$ cat config.mk
export PLATFORM = sky130hd
export DESIGN_NAME = dwa_thermo_decoder
export DESIGN_NICKNAME = d
export VERILOG_FILES = /design/src/rtl/dwa_thermo_decoder.sv
export SDC_FILE = /design/constraint.sdc
export NUM_CORES = 1
export LEC_CHECK = 0
export CORE_ASPECT_RATIO = 2
export CORE_MARGIN = 4
export CORE_UTILIZATION = 55
export CTS_BUF_LIST = sky130_fd_sc_hd__clkbuf_8
export DETAILED_ROUTE_END_ITERATION = 12
export GPL_ROUTABILITY_DRIVEN = 1
export GPL_TIMING_DRIVEN = 0
export PLACE_DENSITY = 0.89
export SYNTH_ARGS = -nofsm -noshare
export SYNTH_HDL_FRONTEND = slang
export SYNTH_SLANG_ARGS = --single-unit
$ cat constraint.sdc
create_clock -name clk -period 3.8 [get_ports clk]
set_clock_uncertainty 0.1 [all_clocks]
set_input_delay 0.76 -clock clk [delete_from_list [all_inputs] [get_ports clk]]
set_output_delay 0.76 -clock clk [all_outputs]
set_load 0.05 [all_outputs]
$ cat src/rtl/dwa_thermo_decoder.sv
// Registered binary-to-thermometer decoder for the DCO unit-cell bank, with
// optional data-weighted-averaging rotation of the enabled cell window.
module dwa_thermo_decoder #(
  parameter int BIN_W = 4
) (
  input  logic                    clk,
  input  logic                    rst,
  input  logic                    in_valid,
  input  logic [BIN_W-1:0]        bin,
  input  logic                    mode,
  output logic [(1<<BIN_W)-1:0]   thermo,
  output logic                    out_valid,
  output logic [BIN_W-1:0]        ptr
);

  localparam int N = 1 << BIN_W;

  logic [N-1:0]     mask;
  logic [2*N-1:0]   dbl;
  logic [N-1:0]     rot;
  logic [N-1:0]     thermo_next;
  logic [BIN_W-1:0] ptr_next;

  // NOTE: every always_comb output gets a value on every path (defaults first),
  // otherwise synthesis infers a latch to hold the missing case.
  always_comb begin
    mask        = '0;
    dbl         = '0;
    rot         = '0;
    thermo_next = '0;
    ptr_next    = '0;

    // bin never exceeds N-1, so the mask never reaches all-ones.
    mask = (N'(1) << bin) - N'(1);

    // Rotate-left by ptr: bits pushed past the top wrap back to cell 0.
    dbl = {{N{1'b0}}, mask} << ptr;
    rot = dbl[N-1:0] | dbl[2*N-1:N];

    if (mode) begin
      thermo_next = rot;
      ptr_next    = ptr + bin;
    end else begin
      thermo_next = mask;
      ptr_next    = '0;
    end
  end

  // NOTE: sequential state uses non-blocking assignments so every register
  // samples the pre-edge values regardless of statement order.
  always_ff @(posedge clk) begin
    if (rst) begin
      thermo    <= '0;
      out_valid <= 1'b0;
      ptr       <= '0;
    end else begin
      out_valid <= in_valid;
      if (in_valid) begin
        thermo <= thermo_next;
        ptr    <= ptr_next;
      end
    end
  end

endmodule

Yosys cells after proc, flatten, opt, wreduce, memory -nomap -nowiden
Cells that the tools add are included.
W data, S select, Z words.

operators by class
  $add $sub $neg = 2
  multipliers = 0
  divide/modulo/power cells = 0
  order comparisons = 0
  eq/ne operators = 0
  shift-type cells = 2
  multiplexer cells = 2
  bitwise gates (word level) = 1
  reduce and logical (&&, ||, !) cells = 0

operator list
  cell                     count
  $shl A16 B4 Y32          1
  $mux W16                 1
  $or A16 B16 Y16          1
  $shl A1 B4 Y16 const A   1
  $sub A16 B2 Y16 const B  1
  $add A4 B4 Y4            1
  $mux W4                  1

storage, ports and cells
  register bits = 21
  latch bits = 0
  RAM bits = 0
  bits in read-only memories = 0
  input bits = 8
  output and inout port bits = 21
  logic and storage cells = 10
  memories = 0

Logic depth before layout (Yosys ltp)
Gate-level depths: netlist of the first run.

  depth after elaboration = 5
  depth in mapped cells = 13
  gate-level depth less buffers = 9

Worst setup path before layout of the first run
Ideal clock, no wire load.

  path type = input to register
  start point = input bin[1]
  end point = register thermo[3]
  library setup time = 0.075 ns
  data arrival time = 3.265 ns
  data required time = 3.625 ns
  setup slack = 0.359 ns
  stages = 10
  cells stage by stage = clkbuf_1 nor4_2 inv_1 ha_1 buf_2 or3_1 a2111oi_0 a311oi_1 mux4_2 o22ai_2

between the ends
  cells in the longest elaborated chain, start to end = 5

RTL lines
  element               line  text
  start, declared       9     input logic [BIN_W-1:0] bin,
  $shl A1 B4 Y16 (*)    34    mask = (N'(1) << bin) - N'(1);
  $sub A16 B2 Y16 (*)   34
  $shl A16 B4 Y32       37    dbl = {{N{1'b0}}, mask} << ptr;
  $or A16 B16 Y16       38    rot = dbl[N-1:0] | dbl[2*N-1:N];
  $mux W16 (*)          40    if (mode) begin
  end signal, assigned  59    thermo <= thermo_next;
  end, declared         11    output logic [(1<<BIN_W)-1:0] thermo,

Every way passes the cells marked *; elsewhere a longest branch is shown, timed or not.
A chain may end at the register's enable or synchronous reset.

Final worst setup path of the first run
  start point = input bin[0]
  end point = register thermo[14]

Same word-level chain as after synthesis.

==> metrics, run 1 <==
status finished, final reports clean; HP Class reg -> reg; Avg Inst Size Synth 7.257 µm²; design area between 0.002 and 0.003 mm²; Max Clk Rate 272.5 MHz; VDD IR-drop max roughly 0.21 mV; Gate power share 47.7%; multi-input logic area 0.001856 mm²; vias in the first global route 2813; CP arrival around 3700 ps; H-tree Lvls 1; drt drc 0; row count 33; Die X 54.66 µm; share of flip-flops with an asynchronous set or reset 0%; core footprint 0.004170 mm²; leakage power roughly 1.1 nW; drt pass-1 iters 5; CTS tree yes; WHS about 360 ps; clock insertion delay at the later pin of the skew report 270 ps; Hold Buf Count CTS 0; Place WS -860.9 ps; period utilization 96.59%; pwr dens 266.3 mW/mm²; ANT nets after route 0; setup TNS 0 ps; max_cap viols 0; Int Power 0.4396 mW; number of CTS-inserted buffers 3; final std cells w/o fill slightly above 400; DP HPWL 6839 µm; setup violators final 0; ys flop type dfxtp_1; Switching Share 42.28%; chip height slightly above 100 µm; crit-path max FO 10; Register Area 420.4 µm²; Area growth, synth to finish 19.44%; Psw around 0.32 mW; Synth warnings 0; dpl cells ~410; Worst Tran Pin Value 608.6 ps; final setup margin 129.6 ps; grt ovf 0; crit path launch type primary input; Slew Viols, Final 0; Post-synth EDFFs 0; largest net degree at the start of global routing 12; register bit count reported by yosys 21; relative slew slack 59.43%; ant diodes 0; Synth area leader dfxtp_1; drt total wl 8679 µm; cells after synthesis 330; Root Driver clkbuf_8; fin nets 376; layout cells sized above 1 12.15%; CTS Sinks 21; global-route wire length before repair 13940 µm; post-DR vias/cell roughly 7; CTS clk-pin slew, worst paths ~80 ps; Synth top area share between 15 and 20%; GRT Overall Usage roughly a third; Overall Power around 0.76 mW; CP Data Required Time 3830 ps; sequential area share after synthesis 17.55%; min cycle time layout around 3700 ps; initial antenna violation count 0; gpl congestion 0.9847; die area 0.005538 mm²; # fillers between 300 and 400; Synth cell types slightly below 70; RSZ-0062 raised after global routing false; Crit Path Class in -> reg; I/O Buffers 26; Clock Power Share 19.6%; drt wl/cell 20.96 µm; I/O Pins 29; final core occ ~69%; Worst setup EP type register; final hold violations 0; DRT iter0 DRCs 144; Syn Nets 343; DP Area 0.002720 mm²; Initial Util 57.43%; top post-synthesis cells by area dfxtp_1 (18%), mux4_2 (5.6%), nor2_1 (5.3%); Clock Path Buffers 2; mapped cell area 0.002395 mm²; register share of total power 32.7%; via count 2889
-- routing by layer --
metal	global-route usage, %	up-vias	part of all wire (%)
met1	36.14	1345	34
met4	23.42	0	6.8
li1	-	1315	-
met5	0	-	0
met3	5.891	56	7.4
met2	57.57	173	52
-- power groups by stage --
stage | Sequential, mW | Clock (mW) | Combinational [mW]
2_1_floorplan | 0.313 | 0 | 0.184
3_3_place_gp | 0.253 | 0 | 0.342
3_5_place_dp | 0.254 | 0 | 0.344
4_1_cts | 0.249 | 0.146 | 0.349
5_1_grt | 0.251 | 0.157 | 0.389
6_report | 0.249 | 0.149 | 0.363
-- layout by cell type, fill, tap and decap left out, drive strengths merged, types with 5 or more instances in the layout --
master and instances:
mux4 6, a21oi 18, nor3 13, a211oi 11
nor2b 7, o21ai 21, o31ai 7, clkdlybuf4s50 24
and3 5, nor2 34, nand2b 7, o22ai 10
inv 11, nand2 27, mux2i 7, dfxtp 21
nand3 14, buf 16, clkbuf 22
-- timing repair --
| item | CTS | global route |
|---|---|---|
| hold endpoints to repair | 0 | 0 |
| pin swaps | 1 | 2 |
| buffers inserted | 1 | 1 |
| gates resized for setup | 8 | 15 |
| endpoints found under the setup margin | 16 | 16 |
-- registers in the layout, indices dropped and copies added (netlist names) --
register	flops
out_valid	1
ptr	4
thermo	16
-- Yosys cell counts (5+ instances only) --
| library cell | instances |
|---|---|
| nand2b_1 | 7 |
| and3_1 | 5 |
| a21oi_1 | 18 |
| a211oi_1 | 10 |
| nand3_1 | 14 |
| nor2b_1 | 7 |
| clkbuf_1 | 18 |
| mux4_2 | 6 |
| o22ai_1 | 9 |
| o31ai_1 | 7 |
| mux2i_1 | 7 |
| buf_2 | 11 |
| o21ai_0 | 18 |
| nor3_1 | 13 |
| nor2_1 | 34 |
| dfxtp_1 | 21 |
| inv_1 | 10 |
| nand2_1 | 27 |
-- final timing paths --
| kind | start | endpoint | slack [ps] | cells past startpoint |
|---|---|---|---|---|
| min | thermo[4] | thermo[4] | 360 | 2 |
| max reg2reg | ptr[2] | thermo[3] | 1290 | 6 |
| max | bin[0] | thermo[14] | 130 | 13 |
| min reg2reg | thermo[4] | thermo[4] | 360 | 2 |
-- area by class of cell --
| type | count | area share (%) |
|---|---|---|
| Clock inverter | 1 | 0.1312 |
| Timing Repair Buffer | 28 | 9.668 |
| Buffer | 33 | 5.599 |
| Sequential cell | 21 | 14.70 |
| Inverter | 10 | 1.312 |
| Clock buffer | 3 | 1.444 |
| Tap cell | 52 | 2.275 |
| Multi-Input combinational cell | 266 | 64.87 |
-- kinds of logic after synthesis --
group	Yosys count	share of synthesized area, %
simple gates	135	29.68
compound gates	107	31.09
buf+inv	43	7.785
flops	21	17.55
mux	15	9.509
fa+ha+maj	5	2.926
xor+xnor	4	1.463
-- worst max-delay path, cell delays in order --
cell and delay [ps]:
clkdlybuf4s50_1 450, buf_6 160, nor4_4 320, inv_1 80
ha_2 210, buf_4 180, buf_4 180, buf_2 200
a21oi_2 160, o22ai_1 120, mux4_2 530, a221oi_2 270
nor3_1 80
Power figures use the tool's default switching activity.
==> inputs of run 2 (changes only) <==
--- a/config.mk
+++ b/config.mk
@@ -5,8 +5,9 @@
 export SDC_FILE = /design/constraint.sdc
 export NUM_CORES = 1
 export LEC_CHECK = 0
+export CAP_MARGIN = 30
 export CORE_ASPECT_RATIO = 2
-export CORE_MARGIN = 4
+export CORE_MARGIN = 1
 export CORE_UTILIZATION = 55
 export CTS_BUF_LIST = sky130_fd_sc_hd__clkbuf_8
 export DETAILED_ROUTE_END_ITERATION = 12
==> metrics, run 2 (synthesis gave the netlist of run 1 again) <==
status finished, final reports clean; I/O Buffers 26; final hold violations 0; Root Driver clkbuf_8; Slew Viols, Final 0; WHS Endpoint thermo[4]; max reg flops 16; final std cells w/o fill 413; crit path launch type primary input; crit-path max FO 10; largest net degree at the start of global routing 12; Switching Share 42.09%; min-delay src thermo[4]; drt pass-1 iters 4; final core occ 68.18%; Int Power 0.4368 mW; vias in the first global route between 2000 and 3000; Clock Path Buffers 2; dpl cells 408; end of the worst register-to-register path thermo[3]; row count 33; CTS tree yes; Worst Tran Pin Value 576.7 ps; Clock Power Share 19.7%; leakage power 1.091 nW; drt total wl 8507 µm; drt wl/cell 20.60 µm; pwr dens 267.9 mW/mm²; I/O Pins 29; RSZ-0062 raised after global routing true; Max Clk Rate 268.9 MHz; ant diodes 0; core footprint around 0.0041 mm²; register share of total power between 30% and 40%; global-route wire length before repair 13540 µm; clock insertion delay at the later pin of the skew report around 270 ps; setup violators final 0; period utilization a little over nine tenths; post-DR vias/cell ~7; Psw between 0.3 and 0.4 mW; M2 GR Usage 68.75%; cells on worst reg2reg path 6; setup slack, reg-to-reg 1330 ps; Top cell by count, worst path buf_2; Die X 48.66 µm; worst r2r src ptr[2]; # fillers 392; met1 usage 39.53%; CTS clk-pin slew, worst paths ~70 ps; Gate power share ~47%; die area 0.004638 mm²; CP arrival 3750 ps; biggest regs thermo: 16 flops, ptr: 4 flops, out_valid: 1 flops; Slowest-stage cell, CP mux4_2; met3 Use GR 3.668%; Top reg by flops thermo; setup TNS 0 ps; Worst setup EP type register; commonest non-fill, non-tap cells in the layout nor2_1 (34), nand2_1 (27), clkdlybuf4s50_1 (24), dfxtp_1 (21), o21ai_0 (18); Initial Util between 50% and 60%; GRT Overall Usage between 30% and 40%; H-tree Lvls 1; DP HPWL 6756 µm; commonest non-fill, non-tap cell in the layout nor2_1; design area 0.002815 mm²; layout cells sized above 1 around a tenth; drt drc 0; fin nets 375; initial antenna violation count 0; DP Area 0.002720 mm²; grt ovf 0; layer with the highest usage met2; max_cap viols 0; via count about 2800; VDD IR-drop max approximately 0.2 mV; Hold Crit Depth 2; Area growth, synth to finish 17.55%; relative slew slack 61.56%; min cycle time layout 3719 ps; ANT nets after route 0; chip height about 95 µm; CTS Sinks 21; Crit Path Class in -> reg; gpl congestion 1.023; DRT iter0 DRCs 159; slowest stage delay, CP a little over 500 ps; number of CTS-inserted buffers 3; HP Class reg -> reg; CP Data Required Time 3840 ps; cells along the critical path clkdlybuf4s50_1 -> buf_6 -> nor4_4 -> inv_1 -> ha_1 -> buf_2 -> buf_4 -> buf_2 -> a21oi_2 -> o22ai_1 -> mux4_2 -> a221oi_1 -> nor3_1
-- run 2: cell count changes in the layout (fill, tap and decap cells not counted), sizes merged --
cell | previous run | this run
clkbuf | 22 | 21
dlygate4sd2 | 1 | 2
dlymetal6s2s | 1 | 0
-- run 2: stage by stage --
stage	power, mW	setup slack, ps	hold WS (ps)
after floorplan	0.4974	359.2	570.1
after global placement	0.5941	-824.8	341.3
after detailed placement	0.5973	-817.3	346.0
after CTS	0.7411	64.42	360.6
after global routing	0.7838	-44.45	389.4
final	0.7543	81.19	359.5
-- run 2: worst max path at each step --
stage	startpoint	to	slack, ps	cells after the start
after detailed placement	bin[1]	thermo[6]	-820	13
after global placement	bin[1]	thermo[6]	-820	13
after CTS	bin[0]	thermo[6]	60	13
after global routing	bin[0]	thermo[6]	-40	14
final	bin[0]	thermo[6]	80	13
after floorplan	bin[1]	thermo[3]	360	10
-- run 2: routing by layer --
| metal | up-vias | part of all wire, % |
|---|---|---|
| met5 | - | 0 |
| met4 | 0 | 7.4 |
| met3 | 49 | 5.8 |
| met2 | 158 | 51 |
| met1 | 1327 | 36 |
| li1 | 1307 | - |
-- run 2: critical path, delay by kind of cell --
family	cells	cell delay (ps)
AOI/OAI and AO/OA	3	610
muxes	1	510
and+or+nand+nor	2	360
buffers and inverters	6	1260
adders and majority gates	1	230
-- run 2: area by class of cell --
class                   instances  area, µm²  share of cell area (%)
inverters                      10      37.54                   1.333
clock buffers                   3      41.29                   1.467
plain buffers                  33      157.7                   5.600
clock inverters                 1      3.754                  0.1333
multi-input cells             266       1824                   64.80
well taps                      52      65.06                   2.311
flip-flops and latches         21      420.4                   14.93
repair buffers                 27      265.3                   9.422
-- run 2: timing repair --
item,in CTS,in global routing
pin swaps,1,3
endpoints found under the setup margin,16,5
resized for setup,9,5
hold buffers,0,0
setup buffers,1,0
-- run 2: power by group through the flow --
| stage | clock network [mW] | logic [mW] | registers, mW |
|---|---|---|---|
| global placement | 0 | 0.341 | 0.253 |
| global route | 0.154 | 0.379 | 0.251 |
| finish | 0.149 | 0.357 | 0.249 |
| CTS | 0.145 | 0.348 | 0.249 |
| floorplan | 0 | 0.184 | 0.313 |
| detailed placement | 0 | 0.343 | 0.254 |
==> inputs of run 3 (changes only) <==
--- a/config.mk
+++ b/config.mk
@@ -7,7 +7,6 @@
 export LEC_CHECK = 0
 export CAP_MARGIN = 30
 export CORE_ASPECT_RATIO = 2
-export CORE_MARGIN = 1
 export CORE_UTILIZATION = 55
 export CTS_BUF_LIST = sky130_fd_sc_hd__clkbuf_8
 export DETAILED_ROUTE_END_ITERATION = 12
==> constraint.sdc (replaced) <==
create_clock -name clk -period 3.8 [get_ports clk]
set_clock_uncertainty 0.1 [all_clocks]
set_input_delay 0.57 -clock clk [delete_from_list [all_inputs] [get_ports clk]]
set_output_delay 0.57 -clock clk [all_outputs]
set_load 0.05 [all_outputs]
==> metrics, run 3 (synthesis gave the netlist of run 1 again) <==
ANT nets after route 0; DP Area about 0.0027 mm²; global-route wire length before repair around 14000 µm; DRT iter0 DRCs 190; max reg flops 16; drt total wl roughly 8600 µm; CTS clk-pin slew, worst paths 70 ps; clock insertion delay at the later pin of the skew report 270 ps; setup violators final 0; CP Data Required Time between 3000 and 4000 ps; Clock Path Buffers 2; grt ovf 0; Overall Power 0.7517 mW; Clock Power Share 19.5%; CTS Sinks 21; fin nets 375; Slew Viols, Final 0; drt wl/cell 20.76 µm; largest net degree at the start of global routing 12; VDD IR-drop max 0.2132 mV; die area 0.004638 mm²; commonest non-fill, non-tap cells in the layout nor2_1 (34), nand2_1 (27), clkdlybuf4s50_1 (24), dfxtp_1 (21); layer with the highest usage met2; Worst setup EP type register; initial antenna violation count 0; min cycle time layout 3567 ps; Gate power share 47.3%; Root Driver clkbuf_8; Initial Util between 50% and 60%; Int Power ~0.44 mW; crit path launch type primary input; commonest non-fill, non-tap cell in the layout nor2_1; layout cells sized above 1 approximately a tenth; drt drc 0; relative slew slack 61.90%; status finished, final reports clean; setup TNS 0 ps; Hold Buf Count CTS 0; met3 Use GR around 3.7%; # fillers 386; number of CTS-inserted buffers 3; vias in the first global route between 2000 and 3000; gpl congestion 1.023; GRT Overall Usage 38.27%; RSZ-0062 raised after global routing false; HP Class reg -> reg; drt pass-1 iters 5; period utilization a little over nine tenths; I/O Buffers 26; core footprint 0.004129 mm²; M2 GR Usage roughly two thirds; DP HPWL 6756 µm; post-DR vias/cell 6.901; via count 2850; biggest regs thermo: 16 flops, ptr: 4 flops, out_valid: 1 flops; Worst Tran Pin Value 571.5 ps; Top reg by flops thermo; CTS tree yes; leakage power 1.105 nW; Crit Path Class in -> reg; pwr dens ~270 mW/mm²; ant diodes 0; row count 33; met1 usage 39.53%; Psw 0.3152 mW; crit-path max FO 10; I/O Pins 29; H-tree Lvls 1; Max Clk Rate 280.4 MHz; Switching Share 41.94%; CP arrival 3600 ps; design area about 0.0028 mm²; chip height 95.32 µm; max_cap viols 0; final hold violations 0; register share of total power 33.1%; Die X 48.66 µm; Area growth, synth to finish 17.35%
[run 3: final cells by class]
type                       count  area (µm²)  share of cell area (%)
tap                           52       65.06                   2.315
clock buffer                   3       41.29                   1.469
buffer                        33       155.1                   5.521
sequential                    21       420.4                   14.96
timing repair buffer          27       272.8                   9.706
inverter                      10       37.54                   1.336
clock inverter                 1       3.754                  0.1336
multi-input combinational    266        1814                   64.56
[run 3: timing repair]
item                       in CTS  in global routing
pin swaps                       1                  0
resized for setup               6                  4
setup endpoints to repair      16                  9
buffers inserted                1                  0
[run 3: worst max-delay path: stages]
cell	delay (ps)
clkdlybuf4s50_1	510
buf_6	160
buf_2	230
nand2_1	80
ha_1	250
buf_2	200
buf_4	190
buf_2	190
a21oi_1	200
o22ai_1	150
mux4_2	510
a221oi_1	280
nor3_1	70
[run 3: power groups by stage]
stage          Sequential, mW  Combinational [mW]  Clock (mW)
2_1_floorplan           0.313               0.184           0
3_3_place_gp            0.253               0.341           0
3_5_place_dp            0.254               0.343           0
4_1_cts                 0.249               0.348       0.145
5_1_grt                 0.251               0.377       0.154
6_report                0.249               0.356       0.147
[run 3: final timing paths]
path / cells after the start / endpoint / from / slack [ps]
hold reg to reg: 2 / thermo[4] / thermo[4] / 360
setup / recovery: 13 / thermo[6] / bin[0] / 230
hold / removal: 2 / thermo[4] / thermo[4] / 360
setup reg to reg: 6 / thermo[3] / ptr[2] / 1270
[run 3: stage by stage]
stage                     hold WS (ps)  std cells  setup WS, ps  util [%]
after floorplan                  570.1        330         549.2         -
after CTS                        360.6        413         25.04     67.88
final                            360.6        413         233.2     68.06
after global routing             389.4        413         54.54     68.06
after detailed placement         346.0        408        -627.3     65.88
after global placement           341.3        408        -634.8     65.88
[run 3: routing by layer]
metal	vias up	wire, µm
met1	1294	3044
li1	1307	-
met2	187	4236
met3	62	582
met5	-	0
met4	0	709
